### src/rtl/instr_loader_pkg.sv
// Shared opcode/funct constants, descriptor kinds and the CPU control decode
// used by both the instruction loader and the core's control unit.
package instr_loader_pkg;

  typedef enum logic [2:0] {
    K_LW   = 3'd0,
    K_SW   = 3'd1,
    K_BEQ  = 3'd2,
    K_ADDI = 3'd3,
    K_ADD  = 3'd4,
    K_SUB  = 3'd5,
    K_AND  = 3'd6,
    K_OR   = 3'd7
  } instr_kind_e;

  typedef enum logic [1:0] {
    S_IDLE   = 2'd0,
    S_ACCEPT = 2'd1,
    S_WRITE  = 2'd2,
    S_FINISH = 2'd3
  } loader_state_e;

  // BEQ uses 1100111 because that is what our core's decoder treats as BEQ.
  localparam logic [6:0] OP_LW    = 7'b0000011;
  localparam logic [6:0] OP_SW    = 7'b0100011;
  localparam logic [6:0] OP_BEQ   = 7'b1100111;
  localparam logic [6:0] OP_ADDI  = 7'b0010011;
  localparam logic [6:0] OP_RTYPE = 7'b0110011;

  localparam logic [2:0] F3_LW   = 3'b010;
  localparam logic [2:0] F3_SW   = 3'b010;
  localparam logic [2:0] F3_BEQ  = 3'b000;
  localparam logic [2:0] F3_ADDI = 3'b000;
  localparam logic [2:0] F3_ADD  = 3'b000;
  localparam logic [2:0] F3_SUB  = 3'b000;
  localparam logic [2:0] F3_AND  = 3'b111;
  localparam logic [2:0] F3_OR   = 3'b110;

  localparam logic [6:0] F7_BASE = 7'b0000000;
  localparam logic [6:0] F7_SUB  = 7'b0100000;

  typedef struct packed {
    logic       reg_write;
    logic       alu_src;
    logic       mem_read;
    logic       mem_write;
    logic       mem_to_reg;
    logic       branch;
    logic [1:0] alu_op;
  } ctrl_t;

  function automatic ctrl_t decode_ctrl(input logic [6:0] opcode);
    ctrl_t c;
    c = '0;
    case (opcode)
      OP_RTYPE: begin c.reg_write = 1'b1; c.alu_op = 2'b10; end
      OP_LW:    begin
        c.reg_write = 1'b1; c.alu_src = 1'b1; c.mem_read = 1'b1; c.mem_to_reg = 1'b1;
      end
      OP_SW:    begin c.alu_src = 1'b1; c.mem_write = 1'b1; end
      OP_BEQ:   begin c.branch = 1'b1; c.alu_op = 2'b01; end
      OP_ADDI:  begin c.reg_write = 1'b1; c.alu_src = 1'b1; end
      default:  ;
    endcase
    return c;
  endfunction

endpackage

### src/rtl/instr_loader_encoder.sv
// instr_encoder: combinational descriptor-to-instruction-word encoder,
// also reusable from testbenches.
module instr_encoder
  import instr_loader_pkg::*;
(
  input  instr_kind_e kind,
  input  logic [4:0]  rd,
  input  logic [4:0]  rs1,
  input  logic [4:0]  rs2,
  input  logic [11:0] imm,
  output logic [31:0] word
);

  always_comb begin
    word = '0;
    case (kind)
      K_LW:   word = {imm, rs1, F3_LW, rd, OP_LW};
      K_SW:   word = {imm[11:5], rs2, rs1, F3_SW, imm[4:0], OP_SW};
      // imm holds offset bits [12:1]: imm[11]=off[12], imm[10]=off[11]
      K_BEQ:  word = {imm[11], imm[9:4], rs2, rs1, F3_BEQ, imm[3:0], imm[10], OP_BEQ};
      K_ADDI: word = {imm, rs1, F3_ADDI, rd, OP_ADDI};
      K_ADD:  word = {F7_BASE, rs2, rs1, F3_ADD, rd, OP_RTYPE};
      K_SUB:  word = {F7_SUB, rs2, rs1, F3_SUB, rd, OP_RTYPE};
      K_AND:  word = {F7_BASE, rs2, rs1, F3_AND, rd, OP_RTYPE};
      K_OR:   word = {F7_BASE, rs2, rs1, F3_OR, rd, OP_RTYPE};
      default: word = '0;
    endcase
  end

endmodule

### src/rtl/instr_loader.sv
// instr_loader: accepts instruction descriptors, encodes them and writes
// them to instruction memory at consecutive word addresses.
//
// state    | meaning
// ---------+-----------------------------------------------------------
// S_IDLE   | waiting for start
// S_ACCEPT | in_ready high, waiting for a descriptor
// S_WRITE  | mem_we high for one cycle with encoded word
// S_FINISH | done pulse, then back to idle
module instr_loader
  import instr_loader_pkg::*;
#(
  parameter logic [31:0] BASE_ADDR = 32'h0000_0000,
  parameter int          DEPTH     = 64
) (
  input  logic        clk,
  input  logic        reset,
  input  logic        start,
  input  logic        in_valid,
  output logic        in_ready,
  input  logic        in_last,
  input  logic [2:0]  in_kind,
  input  logic [4:0]  in_rd,
  input  logic [4:0]  in_rs1,
  input  logic [4:0]  in_rs2,
  input  logic [11:0] in_imm,
  output logic        mem_we,
  output logic [31:0] mem_addr,
  output logic [31:0] mem_wdata,
  output logic        busy,
  output logic        done,
  output logic        overflow,
  output logic [7:0]  word_count
);

  loader_state_e state;
  logic          last_q;
  logic [31:0]   enc_word;
  logic [8:0]    count_next;
  logic          depth_hit;

  instr_encoder u_encoder (
    .kind (instr_kind_e'(in_kind)),
    .rd   (in_rd),
    .rs1  (in_rs1),
    .rs2  (in_rs2),
    .imm  (in_imm),
    .word (enc_word)
  );

  assign count_next = {1'b0, word_count} + 9'd1;
  assign depth_hit  = (count_next == 9'(DEPTH));

  always_ff @(posedge clk) begin
    if (reset) begin
      state      <= S_IDLE;
      in_ready   <= 1'b0;
      mem_we     <= 1'b0;
      mem_addr   <= BASE_ADDR;
      mem_wdata  <= '0;
      busy       <= 1'b0;
      done       <= 1'b0;
      overflow   <= 1'b0;
      word_count <= '0;
      last_q     <= 1'b0;
    end else begin
      case (state)
        S_IDLE: begin
          if (start) begin
            state      <= S_ACCEPT;
            in_ready   <= 1'b1;
            busy       <= 1'b1;
            word_count <= '0;
            overflow   <= 1'b0;
            mem_addr   <= BASE_ADDR;
          end
        end
        S_ACCEPT: begin
          if (in_valid) begin
            state     <= S_WRITE;
            in_ready  <= 1'b0;
            mem_we    <= 1'b1;
            mem_wdata <= enc_word;
            last_q    <= in_last;
          end
        end
        S_WRITE: begin
          mem_we     <= 1'b0;
          mem_addr   <= mem_addr + 32'd4;
          word_count <= count_next[7:0];
          if (last_q || depth_hit) begin
            state <= S_FINISH;
            done  <= 1'b1;
            if (!last_q) overflow <= 1'b1;
          end else begin
            state    <= S_ACCEPT;
            in_ready <= 1'b1;
          end
        end
        S_FINISH: begin
          state <= S_IDLE;
          done  <= 1'b0;
          busy  <= 1'b0;
        end
        default: state <= S_IDLE;
      endcase
    end
  end

endmodule

### config.mk
export PLATFORM = sky130hd
export DESIGN_NAME = instr_loader
export DESIGN_NICKNAME = d
export VERILOG_FILES = /design/src/rtl/instr_loader_pkg.sv /design/src/rtl/instr_loader_encoder.sv /design/src/rtl/instr_loader.sv
export SDC_FILE = /design/constraint.sdc
export NUM_CORES = 1
export LEC_CHECK = 0
export ABC_AREA = 1
export ABC_CLOCK_PERIOD_IN_PS = 2800
export BUFFER_PORTS_ARGS = -buffer_cell sky130_fd_sc_hd__buf_4
export CORE_MARGIN = 4
export CORE_UTILIZATION = 40
export DETAILED_ROUTE_END_ITERATION = 12
export SYNTH_ARGS = -nofsm -noshare
export SYNTH_HDL_FRONTEND = slang
export SYNTH_HIERARCHICAL = 1
export SYNTH_SLANG_ARGS = --single-unit
### constraint.sdc
create_clock -name clk -period 2.8 [get_ports clk]
set_input_delay 0.28 -clock clk [delete_from_list [all_inputs] [get_ports clk]]
set_output_delay 0.28 -clock clk [all_outputs]
set_load 0.02 [all_outputs]
==> flow_summary.ini, run 1 <==
[global_route]
grt_pass1_vias = 4128
grtUsageTotal_pct = 19.0
grt_max_degree = 38
grt_pass1_wl_mm = 19.8
gr-total-overflow = 0
antenna_found_initial = 0

[pwr]
sw_frac_of_total_pct = 27.6
p_int_mw = 1.78
leakagePower_nw = 2.25
finalPower_mw = 2.47
clockPowerShare_pct = 37.3
comb_power_share_pct = 14.9
p_seq_share_pct = 47.8
ir_worst_vdd_v = 0.000261
power_density_mw_per_mm2 = 463
switchingPower_mw = 0.682

[place]
port_buffers = 109
place.gp.congestion = 0.919
dpl_cell_area_mm2 = 0.00511
pre_cts_ws_ns = 0.941
dpl.hpwl_mm = 8.82

[worst_setup_path]
start_kind = flip-flop
path_cells = nand3_2 > buf_4 > o21ai_0 > a21oi_1
reg2reg_slack_ns = 1.02
timing.rr.end = mem_wdata[31]
cp_max_fo = 36
cp.required_ns = 3.02
cpPeakStageDelay_ns = 0.48
r2r-start = state[0]
endpoint = mem_wdata[31]
path_class = flip-flop to flip-flop
cp_data_arrival_time_ns = 2.00
slowest_stage = nand3_2
r2r_cells = 4
critPathCaptureType = flip-flop
cp-startpoint = state[0]

[detailed_routing]
via_per_inst = 5.02
dr.pass1.iters = 6
wirelength_mm = 11.8
avgRoutedWirePerCell_um = 13.6
drtIter0Drc = 229
drc = 0
route.vias.total = 4380
ant_nets = 0

[run]
max_cap_viol_count = 0

[final_layout]
final_util_pct = 51.3
final_common_cell = nand2_1
finish.net_count = 774
final_cell_area_mm2 = 0.00532
layout_common_cells = 141 x nand2_1, 112 x buf_4, 86 x inv_1
fillerInstances = 1096
drive_gt1_share_pct = 22.4
syn2layout_area_growth_pct = 24.0
n_antenna_cell = 0

[logic_synthesis]
ys_seq_area_share_pct = 36.4
netlist_instances = 641
synth_top_family_by_area = simple AND/OR/NAND/NOR gates
synth_cell_types = 41
synth-compound-area-share_pct = 18.9
async_reset_ff_share_pct = 0
syn_area_per_cell_um2 = 6.70
synth_warnings = 6
synthXorXnorAreaFrac_pct = 0.204
ys.flop_type = dfxtp_1
synth-edff-count = 0
syn_area_mm2 = 0.00429
yosys-mux-area-fraction_pct = 0
synthAdderAreaFrac_pct = 1.75
ys_seq_elements = 78
synthSimpleGateAreaFrac_pct = 29.5

[die]
die_h_um = 112
io_pins = 112
row_count = 37
fp.coreArea_mm2 = 0.0104
die_area_mm2 = 0.0125
die_w_um = 112
start_util_pct = 41.4

[clock_tree]
cts_hold_buf = 0
cts-root-buf = clkbuf_8
cts_sinks = 78
post_cts.repair.setup_buffers = 0
path_clk_slew_ns = 0.08
cts_resized = 0
clockBufferDepth = 2
clock_latency_ns = 0.34
ctsHtreeMaxLevel = 3
cts_tree = yes
cts_buffers = 9

[sta]
tightestPinTransition_ns = 0.566
fmax_ghz = 0.562
slew_viol_final = 0
hold_viol_final = 0
slew-limit-headroom_pct = 62.2
rsz0062_at_grt = no
fin_crit_sh_pct = 63.5
fin_setup_tns_ns = 0
skew_ns = 0.00540
worst_slack_ns = 1.02
setup_viol = 0
finalCriticalPeriod_ns = 1.78

[hold_path]
hold_class = input pin to flip-flop

[outcome]
status = finished clean
==> worst min-delay path by stage <==
stage | to | cells after the start | slack, ns | start
finish | mem_wdata[18] | 3 | 0.21 | in_rs1[3]
global route | mem_wdata[18] | 3 | 0.22 | in_rs1[3]
CTS | mem_wdata[18] | 3 | 0.20 | in_rs1[3]
detailed placement | mem_wdata[9] | 2 | 0.44 | mem_wdata[9]
global placement | mem_wdata[19] | 2 | 0.43 | mem_wdata[19]
floorplan | state[1] | 2 | 0.44 | reset
==> power groups by stage <==
stage	logic [mW]	clock network, mW	registers, mW
3_5_place_dp	0.370	0	1.20
4_1_cts	0.371	0.950	1.18
6_report	0.367	0.920	1.18
5_1_grt	0.411	0.991	1.18
3_3_place_gp	0.366	0	1.20
2_1_floorplan	0.193	0	1.25
==> critical path, delay by kind of cell, from the launching register on <==
| family | cells | cell delay [ns] |
|---|---|---|
| AND/OR/NAND/NOR | 1 | 0.48 |
| flip-flops | 1 | 0.45 |
| buffers and inverters | 1 | 0.43 |
| AO/OA/AOI/OAI | 2 | 0.30 |
==> sequential cells by signal, indices dropped and copies added (netlist names) <==
register	cells
state	2
done	1
in_ready	1
overflow	1
mem_we	1
mem_addr	30
last_q	1
word_count	8
mem_wdata	32
busy	1
==> routing by layer <==
metal  track usage (%)  wire length (µm)
met4              4.70               118
met5                 0                 0
met1              24.3              5330
met2              32.0              5570
met3              4.73               820
==> cell families (layout without fill, tap and decap cells) <==
kind of cell	count (synthesis)	count (layout)
simple gates	272	272
compound gates	154	154
buf+inv	127	221
flops	78	78
fa+ha+maj	6	6
other cells	3	5
xor+xnor	1	1
==> through the flow <==
stage / hold slack [ns] / cells
5_1_grt: 0.221 / 873
4_1_cts: 0.203 / 873
2_1_floorplan: 0.437 / 643
3_3_place_gp: 0.432 / 858
6_report: 0.215 / 873
3_5_place_dp: 0.435 / 858
==> cells in the mapped netlist, types with 2 or more instances <==
master      n  area share, %
nand3_2     4           0.93
buf_4      12            2.1
buf_6       2           0.52
nor3_1     16            1.9
nor2_1     32            2.8
conb_1      3           0.26
nor2_2      3           0.44
nand4_1     5           0.73
ha_1        6            1.7
nor3b_2     2           0.58
a21oi_1    82            9.6
o21ai_1     4           0.47
o31ai_1     2           0.35
inv_1      86            7.5
o21ai_0    54            6.3
buf_2       6           0.70
nor2_4      4            1.0
clkbuf_1   12            1.0
or2_2       3           0.44
nand3_1    49            5.7
a21o_1      2           0.35
inv_2       8           0.70
a221oi_1    3           0.61
nand2_4     2           0.52
nand2_2     6           0.87
nand2_1   141             12
dfxtp_1    78             36
==> final cells by class <==
type                       instances  area, µm²  area share, %
clock inverter                     6       87.6           1.65
clock buffer                       9        124           2.33
tap                              136        170           3.20
sequential                        78       1560           29.3
inverter                          94        353           6.63
multi-input combinational        438       2190           41.1
timing repair buffer             112        841           15.8
No activity file was read; power rests on OpenSTA's default activity.
==> run 2: changes to the inputs <==
--- a/config.mk
+++ b/config.mk
@@ -5,12 +5,13 @@
 export SDC_FILE = /design/constraint.sdc
 export NUM_CORES = 1
 export LEC_CHECK = 0
-export ABC_AREA = 1
-export ABC_CLOCK_PERIOD_IN_PS = 2800
+export ABC_AREA = 0
+export ABC_CLOCK_PERIOD_IN_PS = 1500
 export BUFFER_PORTS_ARGS = -buffer_cell sky130_fd_sc_hd__buf_4
 export CORE_MARGIN = 4
 export CORE_UTILIZATION = 40
 export DETAILED_ROUTE_END_ITERATION = 12
+export PLACE_DENSITY = 0.66
 export SYNTH_ARGS = -nofsm -noshare
 export SYNTH_HDL_FRONTEND = slang
 export SYNTH_HIERARCHICAL = 1
==> constraint.sdc (replaced) <==
create_clock -name clk -period 1.5 [get_ports clk]
set_input_delay 0.15 -clock clk [delete_from_list [all_inputs] [get_ports clk]]
set_output_delay 0.15 -clock clk [all_outputs]
set_load 0.02 [all_outputs]
==> run 2 against run 1 <==
The flow now finishes with violations (setup timing). Worst setup slack lost 1.1 ns. First-iteration DRC count shrank 19%. Worst hold slack lost 0.17 ns.
==> flow_summary.ini, run 2 <==
[outcome]
status = complete, but fails checks
violations = setup timing

[logic_synthesis]
ys_seq_elements = 78
ys.flop_type = dfxtp_1
synth_cell_types = 63
ys_seq_area_share_pct = 38.1
syn_area_per_cell_um2 = 7.94
synth_top_family_by_area = simple AND/OR/NAND/NOR gates
synth_common_cells = 92 x nand2_1, 78 x dfxtp_1, 59 x a21oi_1
synth-compound-area-share_pct = 23.0
netlist.area_leader.share_pct = 38.1
yosys-mux-area-fraction_pct = 2.44
ys_top_cells_by_area = dfxtp_1 38%, nand2_1 8.4%, a21oi_1 7.2%
synth_warnings = 6
synth-edff-count = 0
async_reset_ff_share_pct = 0
yosysMostFrequentCell = nand2_1
synthAdderAreaFrac_pct = 1.83
netlist_instances = 516
synthSimpleGateAreaFrac_pct = 27.7
synth_top_cell_by_area = dfxtp_1
syn_area_mm2 = 0.00410
synthXorXnorAreaFrac_pct = 0

[pwr]
power_density_mw_per_mm2 = 762
leakagePower_nw = 2.53
ir_worst_vdd_v = 0.000460
finalPower_mw = 4.63

[worst_setup_path]
start_kind = flip-flop
critPathCaptureType = flip-flop
slowest_stage = or4_4
cp.required_ns = 1.79
r2r-start = mem_addr[2]
r2r_cells = 6
path_class = flip-flop to flip-flop
reg2reg_slack_ns = -0.08
path_cells = ha_4 > nand4_1 > nor2_4 > nand2_2 > or4_4 > nand3_2
cp_top_family = simple AND/OR/NAND/NOR gates
cp_data_arrival_time_ns = 1.87
cpPeakStageDelay_ns = 0.48
cp_max_fo = 3
worst-path-buf-inv = 0
timing.rr.end = mem_addr[24]

[place]
dpl.hpwl_mm = 8.96
port_buffers = 109
place.gp.congestion = 0.858
dpl_cell_area_mm2 = 0.00562
pre_cts_ws_ns = -0.404

[global_route]
grt_pass1_vias = 4237
gr-total-overflow = 0
grt_max_degree = 35
grt.busiest_layer = met2
antenna_found_initial = 0
grt_pass1_wl_mm = 20.3
use_met3_pct = 4.85
grtUsageTotal_pct = 21.1
grtUsageMet2_pct = 35.5
use_met1_pct = 27.3

[detailed_routing]
via_per_inst = 5.50
ant_nets = 0
avgRoutedWirePerCell_um = 15.4
drtIter0Drc = 185
route.vias.total = 4491
dr.pass1.iters = 5
drc = 0
wirelength_mm = 12.6

[die]
die_w_um = 109
die_area_mm2 = 0.0119
start_util_pct = 41.5
row_count = 36
fp.coreArea_mm2 = 0.00986
die_h_um = 109
io_pins = 112

[sta]
slew_viol_final = 0
fin_crit_sh_pct = 105
hold_viol_final = 0
rsz0062_at_grt = yes
worst_slack_ns = -0.0787
tightestPinTransition_ns = 0.658
slew-limit-headroom_pct = 55.8
skew_ns = 0.0110
finalCriticalPeriod_ns = 1.58
fin_setup_tns_ns = -0.291
fmax_ghz = 0.633
setup_viol = 10

[hold_path]
holdPathStages = 3
min_from = in_rs1[1]
hold_class = input pin to flip-flop
hold-path-endpoint = mem_wdata[16]

[final_layout]
final_util_pct = 61.6
top_register = mem_wdata
layout_common_cells = 193 x buf_4, 88 x nand2_1, 54 x a21oi_1
largestRegisters = mem_wdata x32, mem_addr x30, word_count x8
largest_register_ffs = 32
n_antenna_cell = 0
syn2layout_area_growth_pct = 48.5
finish.net_count = 720
final_common_cell = buf_4
final_cell_area_mm2 = 0.00608
drive_gt1_share_pct = 44.3

[run]
max_cap_viol_count = 0

[clock_tree]
cts_buffers = 9
clock_latency_ns = 0.35
ctsHtreeMaxLevel = 3
cts_tree = yes
cts_hold_buf = 0
cts-root-buf = clkbuf_8
cts_sinks = 78
path_clk_slew_ns = 0.08
clockBufferDepth = 2
==> run 2: how the worst max path moves through the flow <==
stage,slack [ns],cells past startpoint,startpoint,to
after floorplan,-0.09,5,mem_addr[7],mem_addr[23]
after CTS,-0.06,6,mem_addr[2],mem_addr[24]
after detailed placement,-0.40,8,in_kind[1],mem_wdata[8]
final,-0.08,6,mem_addr[2],mem_addr[24]
after global placement,-0.40,8,in_kind[1],mem_wdata[8]
after global routing,-0.16,6,mem_addr[22],mem_addr[29]
==> run 2: what timing repair did <==
| item | 4_1_cts | 5_1_grt |
|---|---|---|
| buffers inserted | 4 | 6 |
| pin swaps | 6 | 21 |
| resized for setup | 8 | 35 |
| endpoints found under the setup margin | 25 | 33 |
==> run 2: worst reg2reg max path: stages, from the launching register on <==
cell,delay (ns)
dfxtp_4,0.38
ha_4,0.14
nand4_1,0.18
nor2_4,0.19
nand2_2,0.07
or4_4,0.49
nand3_2,0.08
==> run 2: cell families (layout without fill, tap and decap cells) <==
| logic type | after synthesis | after routing |
|---|---|---|
| mux | 9 | 9 |
| compound gates | 145 | 145 |
| other cells | 3 | 5 |
| flops | 78 | 78 |
| simple gates | 222 | 222 |
| fa+ha+maj | 6 | 6 |
| buf+inv | 53 | 219 |
==> run 2: per-stage QoR <==
| stage | cells | hold slack, ns |
|---|---|---|
| after detailed placement | 791 | 0.407 |
| after global routing | 817 | 0.0385 |
| final | 817 | 0.0459 |
| after CTS | 811 | 0.0334 |
| after global placement | 791 | 0.398 |
| after floorplan | 518 | 0.286 |
==> run 2: metal layers <==
layer	vias up	share of wire [%]	routed length, µm
met5	-	0	0
met4	0	0.86	108
met3	12	7.4	933
met2	165	49	6180
met1	2140	43	5390
li1	2174	-	-
==> run 2: layout make-up <==
| class | instances | area, µm² |
|---|---|---|
| timing repair buffer | 197 | 1520 |
| inverter | 6 | 25.0 |
| sequential | 78 | 1650 |
| clock buffer | 13 | 170 |
| clock inverter | 3 | 65.1 |
| tap | 133 | 166 |
| fill | 846 | 3780 |
| multi-input combinational | 387 | 2480 |
==> run 2: power breakdown <==
group | switching [mW] | internal (mW) | total [mW]
Combinational | 0.375 | 0.299 | 0.674
Sequential | 0.0271 | 2.08 | 2.10
Clock | 0.773 | 1.08 | 1.86
==> run 3: changes to the inputs <==
--- a/config.mk
+++ b/config.mk
@@ -8,10 +8,12 @@
 export ABC_AREA = 0
 export ABC_CLOCK_PERIOD_IN_PS = 1500
 export BUFFER_PORTS_ARGS = -buffer_cell sky130_fd_sc_hd__buf_4
+export CELL_PAD_IN_SITES_DETAIL_PLACEMENT = 1
+export CELL_PAD_IN_SITES_GLOBAL_PLACEMENT = 1
 export CORE_MARGIN = 4
-export CORE_UTILIZATION = 40
+export CORE_UTILIZATION = 34
 export DETAILED_ROUTE_END_ITERATION = 12
-export PLACE_DENSITY = 0.66
+export PLACE_DENSITY_LB_ADDON = 0.1
 export SYNTH_ARGS = -nofsm -noshare
 export SYNTH_HDL_FRONTEND = slang
 export SYNTH_HIERARCHICAL = 1
==> run 3 against run 2 <==
The run still ends with setup timing left. Final area grew 5.4%. Critical path depth unchanged. Non-clock buffer count increased by 17. Sequential share of layout area decreased by 1.4 points. Register-to-register slack got worse by 0.04 ns. Critical endpoint unchanged. Highest routed layer unchanged.
==> flow_summary.ini, run 3 (synthesized netlist as in run 2, its figures left out) <==
[outcome]
status = complete, but fails checks
violations = setup timing

[clock_tree]
clockBufferDepth = 2
ctsHtreeMaxLevel = 3
cts_tree = yes
cts-root-buf = clkbuf_16
path_clk_slew_ns = 0.06
cts_hold_buf = 0
cts_buffers = 9
clock_latency_ns = 0.34
cts_sinks = 78

[final_layout]
n_antenna_cell = 0
drive_gt1_share_pct = 46.9
final_cell_area_mm2 = 0.00641
largestRegisters = mem_wdata x32, mem_addr x30, word_count x8
final_util_pct = 55.2
final_common_cell = buf_4
syn2layout_area_growth_pct = 56.5
top_register = mem_wdata
finish.net_count = 737
layout_common_cells = 208 x buf_4, 88 x nand2_1, 56 x a21oi_1
largest_register_ffs = 32

[pwr]
clockPowerShare_pct = 45.5
leakagePower_nw = 2.68
p_seq_share_pct = 40.8
sw_frac_of_total_pct = 26.0
finalPower_mw = 5.16
switchingPower_mw = 1.34
comb_power_share_pct = 13.6
p_int_mw = 3.81
power_density_mw_per_mm2 = 804
ir_worst_vdd_v = 0.000405

[die]
start_util_pct = 35.3
row_count = 39
die_area_mm2 = 0.0139
die_h_um = 118
io_pins = 112
fp.coreArea_mm2 = 0.0116
die_w_um = 118

[global_route]
grt_pass1_vias = 4777
grtUsageTotal_pct = 21.0
antenna_found_initial = 0
grt_max_degree = 35
grt_pass1_wl_mm = 24.2
gr-total-overflow = 0

[sta]
hold_viol_final = 0
rsz0062_at_grt = yes
fin_crit_sh_pct = 108
finalCriticalPeriod_ns = 1.62
setup_viol = 16
skew_ns = 0.00569
fmax_ghz = 0.617
slew_viol_final = 0
whs_ns = 0.0514
worst_slack_ns = -0.122

[worst_setup_path]
critPathCaptureType = flip-flop
cp_max_fo = 3
cp.required_ns = 1.78
path_cells = ha_4 > nand4_1 > nor2_4 > nand2_2 > or4_4 > nand3_2
cpPeakStageDelay_ns = 0.49
path_class = flip-flop to flip-flop
reg2reg_slack_ns = -0.12
start_kind = flip-flop
slowest_stage = or4_4
cp_data_arrival_time_ns = 1.90

[run]
max_cap_viol_count = 0

[detailed_routing]
via_per_inst = 5.46
drc = 0
avgRoutedWirePerCell_um = 17.8
route.vias.total = 4612
wirelength_mm = 15.0
ant_nets = 0
drtIter0Drc = 213
dr.pass1.iters = 5

[place]
dpl_cell_area_mm2 = 0.00571
place.gp.congestion = 0.832
port_buffers = 109
dpl.hpwl_mm = 10.6

[hold_path]
hold_class = input pin to flip-flop
## run 3: changes by cell type in the layout (fill, tap and decap cells not counted), sizes merged
cell    before  now
buf        197  214
bufinv       2    0
clkinv       1    2
inv          6    7
## run 3: worst paths after layout
path,endpoint,startpoint,cells after the start
setup / recovery,mem_addr[24],mem_addr[3],6
hold / removal,last_q,in_last,3
setup reg to reg,mem_addr[24],mem_addr[3],6
hold reg to reg,mem_wdata[28],mem_wdata[28],2
## run 3: per-layer routing
layer	GRT usage, %	up-vias	part of all wire (%)
met5	0	-	0
met2	37.5	131	50
met1	25.5	2236	43
met3	3.65	22	4.8
met4	7.11	0	1.9
li1	-	2223	-
## run 3: final cells by class
cell class	instances	area [µm²]
inverter	6	25.0
clock buffer	13	304
timing repair buffer	214	1650
sequential	78	1660
fill	1399	5200
clock inverter	3	20.0
tap	143	179
multi-input combinational	387	2580
## run 3: worst max-delay path, delay by kind of cell, from the launching register on
| kind | cells | cell delay [ns] |
|---|---|---|
| adders and majority gates | 1 | 0.14 |
| DFF | 1 | 0.38 |
| and+or+nand+nor | 5 | 1.05 |
## run 3: power by group through the flow
stage / combinational, mW / sequential, mW / clock [mW]
detailed placement: 0.678 / 2.16 / 0
floorplan: 0.355 / 2.20 / 0
global route: 0.769 / 2.11 / 2.51
CTS: 0.690 / 2.11 / 2.39
finish: 0.703 / 2.11 / 2.35
global placement: 0.660 / 2.16 / 0
## run 3: stage by stage
| step | TNS, ns | cells | worst slack [ns] |
|---|---|---|---|
| finish | -0.889 | 844 | -0.122 |
| floorplan | -0.464 | 518 | -0.0896 |
| CTS | -0.483 | 837 | -0.101 |
| global placement | -7.28 | 814 | -0.426 |
| detailed placement | -9.08 | 814 | -0.509 |
| global route | -2.39 | 844 | -0.268 |
## run 3: timing repair
action	CTS	global route
setup endpoints to repair	42	33
resized for setup	18	48
setup buffers	7	7
pin swaps	18	19
